--- config.mk ---
export PLATFORM = sky130hd
export DESIGN_NAME = mmio_seg_panel_flat
export DESIGN_NICKNAME = d
export VERILOG_FILES = /design/src/rtl/mmio_seg_panel_if.sv /design/src/rtl/mmio_seg_panel.sv /design/src/flat_wrapper.sv
export SDC_FILE = /design/constraint.sdc
export NUM_CORES = 1
export LEC_CHECK = 0
export ABC_AREA = 0
export BUFFER_PORTS_ARGS = -buffer_cell sky130_fd_sc_hd__buf_2
export CORE_AREA = 4 4 91 93
export CTS_BUF_LIST = sky130_fd_sc_hd__clkbuf_8 sky130_fd_sc_hd__clkbuf_16
export CTS_CLUSTER_SIZE = 10
export DETAILED_ROUTE_END_ITERATION = 16
export DIE_AREA = 0 0 95 97
export PLACE_DENSITY = 0.8
export SETUP_SLACK_MARGIN = 0.02
export SLEW_MARGIN = 30
export SYNTH_ARGS = -nofsm -noshare
export SYNTH_HDL_FRONTEND = slang
export SYNTH_SLANG_ARGS = --single-unit
--- constraint.sdc ---
create_clock -name clk -period 3.9 [get_ports clk]
set_input_delay 0.585 -clock clk [delete_from_list [all_inputs] [get_ports clk]]
set_output_delay 0.585 -clock clk [all_outputs]
set_load 0.005 [all_outputs]
--- src/rtl/mmio_seg_panel_if.sv ---
// Data-memory bus slice seen by the front-panel peripheral.
interface mmio_seg_panel_if #(
  parameter int WIDTH = 32
);
  logic             sel;
  logic             memwrite;
  logic [WIDTH-1:0] adr;
  logic [WIDTH-1:0] writedata;
  logic [WIDTH-1:0] readdata;

  modport master (output sel, memwrite, adr, writedata, input readdata);
  modport slave  (input sel, memwrite, adr, writedata, output readdata);
endinterface

--- src/rtl/mmio_seg_panel.sv ---
// Front panel: multiplexed active-low 7-segment display plus debounced buttons with sticky press events.
// Build option DEBOUNCE_EN compiles in the counter debouncer; without it the synchronised level is taken directly.
module mmio_seg_panel #(
  parameter int WIDTH     = 32,
  parameter int DIGITS    = 4,
  parameter int BUTTONS   = 2,
  parameter int DEBOUNCE  = 16,
  parameter int SCAN_BITS = 16
) (
  input  logic               clk,
  input  logic               reset,
  mmio_seg_panel_if.slave    bus,
  input  logic [BUTTONS-1:0] btn,
  output logic [DIGITS-1:0]  AN,
  output logic [7:0]         CX
);

  localparam logic [2:0] IDX_LAST = 3'(DIGITS - 1);

  logic [4*DIGITS-1:0]  data_q, data_d;
  logic [DIGITS-1:0]    blank_q, blank_d;
  logic [DIGITS-1:0]    dp_q, dp_d;
  logic [BUTTONS-1:0]   event_q, event_d;
  logic [BUTTONS-1:0]   sync1_q, sync2_q;
  logic [BUTTONS-1:0]   stable_q, stable_d;
  logic [WIDTH-1:0]     readdata_q, readdata_d;
  logic [SCAN_BITS-1:0] scan_cnt_q, scan_cnt_d;
  logic [2:0]           idx_q, idx_d;
  logic [DIGITS-1:0]    an_q, an_d;
  logic [7:0]           cx_q, cx_d;

  logic                 wr, rd;
  logic [31:0]          data_pad;
  logic [7:0]           blank_pad, dp_pad;
  logic [3:0]           nib;
  logic [BUTTONS-1:0]   rise;
  logic                 unused_bits;

  function automatic logic [6:0] hex7(input logic [3:0] v);
    logic [6:0] s;
    case (v)
      4'h0: s = 7'h3F;
      4'h1: s = 7'h06;
      4'h2: s = 7'h5B;
      4'h3: s = 7'h4F;
      4'h4: s = 7'h66;
      4'h5: s = 7'h6D;
      4'h6: s = 7'h7D;
      4'h7: s = 7'h07;
      4'h8: s = 7'h7F;
      4'h9: s = 7'h6F;
      4'hA: s = 7'h77;
      4'hB: s = 7'h7C;
      4'hC: s = 7'h39;
      4'hD: s = 7'h5E;
      4'hE: s = 7'h79;
      default: s = 7'h71;
    endcase
    return s;
  endfunction

  assign wr = bus.sel & bus.memwrite;
  assign rd = bus.sel & ~bus.memwrite;

  assign unused_bits = ^{bus.adr, bus.writedata};

`ifdef DEBOUNCE_EN
  localparam int CW = $clog2(DEBOUNCE);

  logic [CW-1:0] cnt_q [BUTTONS];
  logic [CW-1:0] cnt_d [BUTTONS];

  // Any return to agreement restarts the count, so short glitches never promote.
  always_comb begin
    stable_d = stable_q;
    for (int i = 0; i < BUTTONS; i++) begin
      cnt_d[i] = '0;
      if (sync2_q[i] != stable_q[i]) begin
        if (cnt_q[i] == CW'(DEBOUNCE - 1)) stable_d[i] = sync2_q[i];
        else                               cnt_d[i]    = cnt_q[i] + 1'b1;
      end
    end
  end

  always_ff @(posedge clk or negedge reset) begin
    if (!reset) begin
      for (int i = 0; i < BUTTONS; i++) cnt_q[i] <= '0;
    end else begin
      for (int i = 0; i < BUTTONS; i++) cnt_q[i] <= cnt_d[i];
    end
  end
`else
  logic unused_debounce;
  assign unused_debounce = ^32'(DEBOUNCE);
  assign stable_d        = sync2_q;
`endif

  assign rise = stable_d & ~stable_q;

  always_comb begin
    data_d     = data_q;
    blank_d    = blank_q;
    dp_d       = dp_q;
    event_d    = event_q;
    readdata_d = readdata_q;

    if (wr) begin
      case (bus.adr[3:2])
        2'd0: data_d = bus.writedata[4*DIGITS-1:0];
        2'd1: begin
          blank_d = bus.writedata[DIGITS-1:0];
          dp_d    = bus.writedata[8+DIGITS-1:8];
        end
        2'd3:    event_d = event_q & ~bus.writedata[BUTTONS-1:0];
        default: ;
      endcase
    end
    // A press accepted on the clearing edge must not be lost.
    event_d = event_d | rise;

    if (rd) begin
      case (bus.adr[3:2])
        2'd0:    readdata_d = WIDTH'(data_q);
        2'd1:    readdata_d = WIDTH'({dp_q, blank_pad});
        2'd2:    readdata_d = WIDTH'(stable_q);
        default: readdata_d = WIDTH'(event_q);
      endcase
    end
  end

  always_comb begin
    data_pad   = 32'(data_q);
    blank_pad  = 8'(blank_q);
    dp_pad     = 8'(dp_q);
    scan_cnt_d = scan_cnt_q + 1'b1;
    idx_d      = idx_q;
    if (&scan_cnt_q) idx_d = (idx_q == IDX_LAST) ? 3'd0 : idx_q + 3'd1;
    // Outputs are registered against the next index so AN and CX switch together.
    nib  = data_pad[{idx_d, 2'b00} +: 4];
    an_d = ~(DIGITS'(1) << idx_d);
    cx_d = blank_pad[idx_d] ? 8'hFF : ~{dp_pad[idx_d], hex7(nib)};
  end

  always_ff @(posedge clk or negedge reset) begin
    if (!reset) begin
      data_q     <= '0;
      blank_q    <= '0;
      dp_q       <= '0;
      event_q    <= '0;
      sync1_q    <= '0;
      sync2_q    <= '0;
      stable_q   <= '0;
      readdata_q <= '0;
      scan_cnt_q <= '0;
      idx_q      <= '0;
      an_q       <= '1;
      cx_q       <= 8'hFF;
    end else begin
      data_q     <= data_d;
      blank_q    <= blank_d;
      dp_q       <= dp_d;
      event_q    <= event_d;
      sync1_q    <= btn;
      sync2_q    <= sync1_q;
      stable_q   <= stable_d;
      readdata_q <= readdata_d;
      scan_cnt_q <= scan_cnt_d;
      idx_q      <= idx_d;
      an_q       <= an_d;
      cx_q       <= cx_d;
    end
  end

  assign bus.readdata = readdata_q;
  assign AN           = an_q;
  assign CX           = cx_q;

endmodule

--- src/flat_wrapper.sv ---
// flat-port wrapper written by rule: the top's interface ports become plain ports
module mmio_seg_panel_flat 
#(
  parameter int WIDTH     = 32,
  parameter int DIGITS    = 4,
  parameter int BUTTONS   = 2,
  parameter int DEBOUNCE  = 16,
  parameter int SCAN_BITS = 16
)
  (clk, reset, btn, AN, CX, bus_sel, bus_memwrite, bus_adr, bus_writedata, bus_readdata);
  mmio_seg_panel_if #(.WIDTH(WIDTH)) bus_i ();
  input  logic clk;
  input  logic reset;
  input  logic [BUTTONS-1:0] btn;
  output logic [DIGITS-1:0] AN;
  output logic [7:0] CX;
  input wire logic [$bits(bus_i.sel)-1:0] bus_sel;
  input wire logic [$bits(bus_i.memwrite)-1:0] bus_memwrite;
  input wire logic [$bits(bus_i.adr)-1:0] bus_adr;
  input wire logic [$bits(bus_i.writedata)-1:0] bus_writedata;
  output wire logic [$bits(bus_i.readdata)-1:0] bus_readdata;
  assign bus_i.sel = bus_sel;
  assign bus_i.memwrite = bus_memwrite;
  assign bus_i.adr = bus_adr;
  assign bus_i.writedata = bus_writedata;
  assign bus_readdata = bus_i.readdata;
  mmio_seg_panel #(.WIDTH(WIDTH), .DIGITS(DIGITS), .BUTTONS(BUTTONS), .DEBOUNCE(DEBOUNCE), .SCAN_BITS(SCAN_BITS)) u_core (.clk(clk), .reset(reset), .bus(bus_i), .btn(btn), .AN(AN), .CX(CX));
endmodule
==> results of run 1 <==
-- cell usage after synthesis, types with 3 or more instances --
library cell	number
nand3_1	12
ha_1	8
nand4_1	4
nor3_1	3
mux2i_1	16
dfrtp_1	67
buf_4	16
a31oi_1	4
a21oi_1	3
inv_1	11
a22o_1	9
mux2_2	29
and3_1	3
nor2_1	13
xnor2_1	6
mux4_2	6
dfstp_2	12
o21ai_0	14
nand2_1	20
xor2_1	8
clkbuf_1	5
-- final cells by class --
cell class,count,area (sq um)
inverter,12,50.0
clock inverter,6,38.8
timing repair buffer,53,277
clock buffer,9,124
sequential,79,1990
multi-input combinational,201,1600
tap,102,128
fill,658,3310
-- how the worst min path moves through the flow --
stage	slack, ns	end	cells past startpoint	from
finish	0.25	u_core.scan_cnt_q[0]$_DFF_PN0_	1	reset
detailed placement	0.34	u_core.stable_d[0]$_DFF_PN0_	0	u_core.sync1_q[0]$_DFF_PN0_
global route	0.30	u_core.scan_cnt_q[3]$_DFF_PN0_	1	reset
CTS	0.32	u_core.sync1_q[1]$_DFF_PN0_	1	btn[1]
global placement	0.34	u_core.stable_d[0]$_DFF_PN0_	0	u_core.sync1_q[0]$_DFF_PN0_
floorplan	0.29	u_core.blank_q[0]$_DFFE_PN0P_	0	reset
-- worst register-to-register path, stage by stage (launching register included) --
cell and delay (ns):
dfrtp_1 0.39, ha_1 0.31, nand3_2 0.15, nor4_4 0.47
mux2i_2 0.52, buf_4 0.26, mux2i_1 0.11, mux2i_1 0.42
nand2_1 0.19, a211oi_1 0.24, a211o_1 0.13
-- registers in the layout, summed over array words and instances, names as in the netlist, 3 cells and up --
| signal | cells |
|---|---|
| u_core.blank_q | 4 |
| u_core.data_q | 16 |
| u_core.scan_cnt_q | 16 |
| u_core.dp_q | 4 |
| u_core.CX | 8 |
| u_core.idx_q | 3 |
| u_core.bus.readdata | 16 |
| u_core.AN | 4 |
-- layout by cell type (no fill, tap or decap), types with 9 or more instances in the layout --
cell type,count
clkbuf_8,9
dfrtp_1,67
nor2_1,13
o21ai_0,14
nand3_1,12
mux2_2,29
nand2_1,20
mux2i_1,16
conb_1,16
buf_2,50
a22o_1,9
dfstp_2,12
inv_1,12
-- report_power, final --
group	total (uW)	leakage, uW	internal, uW	switching [uW]
Sequential	1020	0.000965	948	69.7
Clock	522	0.0000867	226	296
Combinational	369	0.00102	185	183
-- metal layers --
metal  up-vias  part of all wire, %  global-route usage [%]
met5         -                    0                       0
met4         0                  1.4                    6.77
met3        11                  5.9                    5.44
met2        83                   50                    28.2
met1      1225                   43                    22.3
li1       1153                    -                       -
-- metrics by stage --
| step | instance area (sq um) | setup WS [ns] | cells | util, % | total power, uW |
|---|---|---|---|---|---|
| after detailed placement | 4050 | 0.700 | 447 | 53.8 | 1400 |
| after global placement | 4050 | 0.772 | 447 | 53.8 | 1380 |
| after global routing | 4210 | 0.415 | 462 | 56.0 | 2020 |
| after floorplan | 3790 | 1.09 | 315 | - | 1260 |
| final | 4210 | 0.639 | 462 | 56.0 | 1910 |
| after CTS | 4210 | 0.663 | 462 | 55.9 | 1930 |
-- kinds of logic after synthesis --
group	synth area share [%]
and+or+nand+nor	9.79
muxes	18.1
buffers and inverters	5.30
xor gates and xnor gates	3.29
DFF	53.4
adders and majority gates	2.95
AOI/OAI and AO/OA	7.11
other	0.100
==> flow_summary.toml, run 1 <==
[route]
first_pass_iters = 4
routedWlPerCell_um = 16.1
dr.first_iter.drc_count = 175
drt_wl_total_um = 7430
viasPerCell = 5.35
drt_drc_violations_left = 0
ant_nets = 0
via_count = 2472

[global_routing]
gr-usage-all-layers_pct = 17.6
grt_overflow = 0
grt_pass1_vias = 2534
grt_pass1_wl_um = 12500
grt_max_degree = 80
antenna_found_initial = 0

[floorplanning]
die_w_um = 95
initial_utilization_pct = 49.6
rows = 32
ios = 114
die_height_um = 97
core_region_area_sq_um = 7530
dieArea_sq_um = 9220

[synth]
synth_area_per_cell_sq_um = 12.4
synth_cell_type_count = 48
synthFlopType = "dfrtp_1"
synth-async-reset-ratio_pct = 100
ys_seq_area_share_pct = 53.4
synth_area_leaders = "dfrtp_1 (45%), mux2_2 (8.7%), dfstp_2 (8.4%), mux2i_1 (4.3%), mux4_2 (3.6%)"
synth_top_area_cell = "dfrtp_1"
synth-edff-count = 0
synthCells = 300
synth-seq-cells = 79
synth_top_area_share_pct = 44.9
ys_warn_count = 0
synth_area_sq_um = 3730

[worst_setup_path]
ff2ff_path_depth = 10
path_class = "flip-flop to flip-flop"
reg2reg_from = "u_core.scan_cnt_q[0]$_DFF_PN0_"
rr_endpoint = "u_core.CX[1]$_DFF_PN1_"
crit_top_cell = "mux2i_1"
crit_buf_inv = 1
critPathLaunchType = "flip-flop"
required_ns = 4.19
crit_path_max_incr_delay_ns = 0.51
slowest_stage = "mux2i_2"
endpoint = "u_core.CX[1]$_DFF_PN1_"
path_cells = "ha_1 > nand3_2 > nor4_4 > mux2i_2 > buf_4 > mux2i_1 > mux2i_1 > nand2_1 > a211oi_1 > a211o_1"
worstPathMaxFanout = 7
rrSetupSlack_ns = 0.64
crit_start = "u_core.scan_cnt_q[0]$_DFF_PN0_"
cp.depth = 10
critPathTopFamily = "multiplexers"
cp-end-kind = "flip-flop"
worstPathArrival_ns = 3.55

[sta]
fmax_mhz = 307
holdWs_ns = 0.254
finalSetupViolations = 0
max_slew.worst_pin.slew_ns = 0.947
min_period_ns = 3.26
final_hold_viol_count = 0
period_share_pct = 83.6
totalNegativeSetupSlack_ns = 0
report.final.slew_viol_count = 0
fin_worst_skew_ns = 0.00915
grt_setup_unrepaired = "no"
max-slew-margin-rel_pct = 36.4

[finish]
diodes = 0
area_delta_synth_final_pct = 12.9
drive_above_1_share_pct = 35.0
nNetsFinal = 434

[clock_tree]
cts_resized = 0
cts_hold_buffers = 0
cts_tree = "built"
clkLatencyLatePin_ns = 0.35
clk_pin_slew_ns = 0.08
cts_inserted_buffers = 9
clkSinkCount = 79
cts-root-buf = "clkbuf_8"
cts_setup_buffers = 0
clk_path_buf_depth = 2
h-tree-depth = 3

[flow_run]
drv_cap = 0

[placement]
io_buffers = 51
dp_hpwl_um = 5400
place.gp.congestion = 0.812

[worst_hold_path]
hold_class = "input port to asynchronous set/reset pin"

[power]
p_per_area_nw_per_um2 = 453
leakagePower_uw = 0.00207
vdd_ir_drop_max_mv = 0.251

[outcome]
status = "complete, no violations"
Power figures use the tool's default switching activity.
==> run 2: changes to the inputs <==
ABC_AREA = 1   (was 0)
PLACE_DENSITY = 0.81   (was 0.8)
clock period = 3.38 ns   (was 3.9 ns; I/O delays follow)
==> flow_summary.toml, run 2 <==
[synth]
synth-edff-count = 0
synthCells = 417
ys_seq_area_share_pct = 52.0
synth_top_area_cell = "dfrtp_1"
synth_area_sq_um = 3830
synth_cell_type_count = 37
synth-seq-cells = 79
synthFlopType = "dfrtp_1"
synth_area_leaders = "dfrtp_1 (44%), nand2_1 (8.8%), dfstp_2 (8.2%), nand3_1 (7.1%), inv_1 (4.2%)"
synthTopCellsByCount = "nand2_1 (90), dfrtp_1 (67), nand3_1 (54)"
yosysMostFrequentCell = "nand2_1"
synth_top_area_share_pct = 43.8
ys_warn_count = 0
synth_area_per_cell_sq_um = 9.19
synth-async-reset-ratio_pct = 100

[power]
vdd_ir_drop_max_mv = 0.247
leakagePower_uw = 0.00225
p_per_area_nw_per_um2 = 495

[worst_setup_path]
slowest_stage = "dfrtp_1"
path_cells = "ha_1 > a21oi_1 > inv_1 > nand2_2 > nand2_2 > nand2_1 > nand2_1 > nand2_1 > nand2_2 > nor2_4 > inv_1 > ha_1 > inv_1 > nand3_1 > nand4_1 > nand3_1"
crit_start = "u_core.idx_q[0]$_DFF_PN0_"
path_class = "flip-flop to flip-flop"
critPathTopFamily = "simple AND/OR/NAND/NOR gates"
worstPathMaxFanout = 6
critPathLaunchType = "flip-flop"
cp-end-kind = "flip-flop"
required_ns = 3.65
ff2ff_path_depth = 16
cp.depth = 16
worstPathArrival_ns = 2.80
crit_path_max_incr_delay_ns = 0.43
reg2reg_from = "u_core.idx_q[0]$_DFF_PN0_"
crit_buf_inv = 3

[finish]
layout_common_cells = "nand2_1 (90), dfrtp_1 (67), nand3_1 (54)"
nFillCells = 704
mostFrequentLayoutCell = "nand2_1"
postLayoutCellArea_sq_um = 4310
drive_above_1_share_pct = 25.0
area_delta_synth_final_pct = 12.4
nNetsFinal = 551
diodes = 0

[floorplanning]
die_w_um = 95
initial_utilization_pct = 50.9
ios = 114
rows = 32
die_height_um = 97
dieArea_sq_um = 9220
core_region_area_sq_um = 7530

[clock_tree]
clkLatencyLatePin_ns = 0.35
clk_pin_slew_ns = 0.07
clkSinkCount = 79
cts_resized = 0
clk_path_buf_depth = 2
cts_setup_buffers = 0
h-tree-depth = 3
cts_tree = "built"
cts-root-buf = "clkbuf_8"
cts_hold_buffers = 0
cts_inserted_buffers = 9

[sta]
max_slew.worst_pin.slew_ns = 0.822
min_period_ns = 2.53
finalSetupViolations = 0
max-slew-margin-rel_pct = 45.1
totalNegativeSetupSlack_ns = 0
period_share_pct = 74.9
fin_worst_skew_ns = 0.00615
grt_setup_unrepaired = "no"
report.final.slew_viol_count = 0
fmax_mhz = 395
final_hold_viol_count = 0

[global_routing]
grt_max_degree = 80
grt_pass1_vias = 2841
grt_overflow = 0
gr-usage-all-layers_pct = 18.1
antenna_found_initial = 0
grt_pass1_wl_um = 13200

[route]
viasPerCell = 4.96
met1_length_um = 3230
routedWlPerCell_um = 13.1
via_count = 2868
drt_drc_violations_left = 0
drt_wl_total_um = 7550
wl_met2_um = 3880
route.met3.wl_um = 305
dr.max_layer_used = "met4"
first_pass_iters = 4
dr.first_iter.drc_count = 191
ant_nets = 0

[flow_run]
drv_cap = 0

[outcome]
status = "complete, no violations"

[placement]
dp_hpwl_um = 5590
io_buffers = 51
place.gp.congestion = 0.911
placed_area_sq_um = 4140

[worst_hold_path]
hold_class = "input port to asynchronous set/reset pin"
-- run 2: cell count changes in the layout (fill, tap and decap cells not counted), sizes merged, moves of 10 or more --
cell,delta
o21ai,+13
inv,+38
mux2,-26
nand2,+87
mux2i,-18
nand3,+43
nor2,+10
-- run 2: path summary, 6_finish.rpt --
kind / endpoint / slack [ns]
max in group asynchronous: u_core.bus.readdata[9]$_DFFE_PN0P_ / 2.74
worst min-delay path: u_core.scan_cnt_q[7]$_DFF_PN0_ / 0.18
worst max-delay path: u_core.CX[0]$_DFF_PN1_ / 0.85
worst min register to register: u_core.stable_d[0]$_DFF_PN0_ / 0.35
min in group clk: u_core.sync1_q[1]$_DFF_PN0_ / 0.26
worst max register to register: u_core.CX[0]$_DFF_PN1_ / 0.85
-- run 2: cell type report --
| cell class | instances | area [sq um] | area share (%) |
|---|---|---|---|
| well taps | 102 | 128 | 2.96 |
| clock inverters | 3 | 12.5 | 0.291 |
| multi-input cells | 280 | 1560 | 36.1 |
| repair buffers | 53 | 277 | 6.42 |
| clock buffers | 11 | 151 | 3.52 |
| flip-flops and latches | 79 | 1990 | 46.3 |
| inverters | 50 | 190 | 4.42 |
-- run 2: through the flow --
step                      hold WS, ns  cells  util, %  total power (uW)  setup WS [ns]
after CTS                       0.248    578     57.1              2150          0.857
final                           0.179    578     57.2              2130          0.850
after detailed placement        0.338    564     55.0              1550          0.878
after floorplan                 0.211    432        -              1400           1.19
after global placement          0.334    564     55.0              1530          0.941
after global routing            0.229    578     57.2              2260          0.617
-- run 2: logic make-up (layout without fill, tap and decap cells) --
family	count (synthesis)	after routing	synth area share [%]
other	1	16	0.0979
xor gates and xnor gates	12	12	2.74
muxes	5	5	1.47
buffers and inverters	73	117	8.88
adders and majority gates	8	8	2.61
DFF	79	79	52.0
and+or+nand+nor	193	193	24.4
AOI/OAI and AO/OA	46	46	7.77
-- run 2: routing by layer --
| layer | up-vias | GRT usage (%) |
|---|---|---|
| li1 | 1422 | - |
| met1 | 1372 | 23.0 |
| met2 | 63 | 30.4 |
| met3 | 11 | 3.89 |
| met4 | 0 | 5.99 |
| met5 | - | 0 |
-- run 2: where the power goes --
| part | leakage, uW | switching [uW] | internal, uW |
|---|---|---|---|
| logic | 0.00119 | 225 | 154 |
| registers | 0.000972 | 65.9 | 1080 |
| clock network | 0.0000937 | 311 | 292 |
| total | 0.00225 | 602 | 1530 |
==> run 3: changes to the inputs <==
ABC_AREA = 0   (was 1)
PLACE_DENSITY = 0.8   (was 0.81)
clock period = 2.6 ns   (was 3.38 ns; I/O delays follow)
==> flow_summary.toml, run 3 (same netlist as run 1, synthesis figures left out) <==
[floorplanning]
initial_utilization_pct = 49.6
ios = 114
die_w_um = 95
die_height_um = 97
dieArea_sq_um = 9220
core_region_area_sq_um = 7530
rows = 32

[sta]
max-slew-margin-rel_pct = 53.6
period_share_pct = 98.7
totalNegativeSetupSlack_ns = 0
min_period_ns = 2.57
holdWs_ns = 0.0392
report.final.slew_viol_count = 0
fin_worst_skew_ns = 0.0123
finalSetupViolations = 0
fmax_mhz = 390
grt_setup_unrepaired = "yes"
max_slew.worst_pin.slew_ns = 0.696
final_hold_viol_count = 0

[global_routing]
grt_max_degree = 80
gr-usage-all-layers_pct = 17.4
grt_overflow = 0
grt_pass1_wl_um = 12400
antenna_found_initial = 0
grt_pass1_vias = 2595

[route]
via_count = 2621
first_pass_iters = 4
drt_drc_violations_left = 0
ant_nets = 0
routedWlPerCell_um = 15.3
dr.first_iter.drc_count = 119
drt_wl_total_um = 7690
viasPerCell = 5.23

[worst_setup_path]
cp.depth = 8
critPathLaunchType = "flip-flop"
slowest_stage = "mux2i_2"
worstPathMaxFanout = 7
critPathTopFamily = "multiplexers"
path_cells = "nand4_4 > nor4_4 > buf_4 > mux2i_4 > mux2i_2 > nand2_1 > a211oi_1 > a211o_1"
cp-end-kind = "flip-flop"
required_ns = 2.90
path_class = "flip-flop to flip-flop"
worstPathArrival_ns = 2.86
crit_buf_inv = 1
ff2ff_path_depth = 8
crit_path_max_incr_delay_ns = 0.42

[clock_tree]
cts_tree = "built"
clk_pin_slew_ns = 0.08
clkLatencyLatePin_ns = 0.36
cts-root-buf = "clkbuf_8"
h-tree-depth = 3
cts_inserted_buffers = 9
clkSinkCount = 79
clk_path_buf_depth = 2

[placement]
place.gp.congestion = 0.884
placed_area_sq_um = 4320
io_buffers = 51
dp_cells = 479
dp_hpwl_um = 5550

[finish]
mostFrequentLayoutCell = "dfrtp_1"
stdcell_count = 501
layout_common_cells = "dfrtp_1 (67), buf_2 (50), buf_4 (38)"
diodes = 0
drive_above_1_share_pct = 45.9
seq_area_sq_um = 1990
postLayoutCellArea_sq_um = 4680
multi_input_area_sq_um = 1730
postLayoutCoreUtil_pct = 62.2
nNetsFinal = 472
nFillCells = 615
area_delta_synth_final_pct = 25.4

[flow_run]
drv_cap = 0

[worst_hold_path]
hold_class = "input port to asynchronous set/reset pin"

[power]
p_per_area_nw_per_um2 = 661
vdd_ir_drop_max_mv = 0.387
leakagePower_uw = 0.00226

[outcome]
status = "complete, no violations"
## run 3: cell types whose count changed in the layout (fill, tap and decap cells not counted), moves of 13 or more
cell     delta
buf_4      +36
nand2_1    -70
nand3_1    -42
mux2_2     +22
inv_1      -35
o21ai_0    -13
## run 3: where the power goes
part	total [uW]	internal, uW	switching [uW]
clock network	938	474	464
logic	624	329	295
registers	1530	1420	110
total	3090	2220	869
## run 3: path summary, 6_finish.rpt
| path | startpoint | to | slack, ns |
|---|---|---|---|
| max in group asynchronous | reset | u_core.bus.readdata[15]$_DFFE_PN0P_ | 2.06 |
| min in group clk | btn[0] | u_core.sync1_q[0]$_DFF_PN0_ | 0.14 |
| setup reg to reg | u_core.scan_cnt_q[6]$_DFF_PN0_ | u_core.CX[1]$_DFF_PN1_ | 0.03 |
| hold reg to reg | u_core.sync1_q[0]$_DFF_PN0_ | u_core.stable_d[0]$_DFF_PN0_ | 0.35 |
| hold / removal | reset | u_core.data_q[5]$_DFFE_PN0P_ | 0.04 |
| setup / recovery | u_core.scan_cnt_q[6]$_DFF_PN0_ | u_core.CX[1]$_DFF_PN1_ | 0.03 |
## run 3: final cells by class
cell class	count	area share [%]
sequential	79	42.6
multi-input combinational	201	36.9
timing repair buffer	91	12.4
clock buffer	10	2.94
tap	102	2.73
clock inverter	6	1.44
inverter	12	1.07
## run 3: per-stage QoR
step	power, uW	worst slack (ns)
global route	3250	-0.120
floorplan	1900	0.0302
CTS	3080	0.0226
detailed placement	2140	-0.00170
finish	3090	0.0345
global placement	2120	0.00828
## run 3: repair_timing
action | in CTS | in global routing
pin swaps | 0 | 5
hold buffers | 0 | 0
buffers inserted | 1 | 5
setup endpoints to repair | 5 | 7
hold endpoints to repair | 0 | 0
resized for setup | 6 | 16
## run 3: metal layers
metal	track usage [%]	up-vias	share of wire, %
li1	-	1234	-
met2	27.7	60	50
met5	0	-	0
met3	3.34	14	4.2
met4	7.99	0	2.1
met1	22.9	1313	44
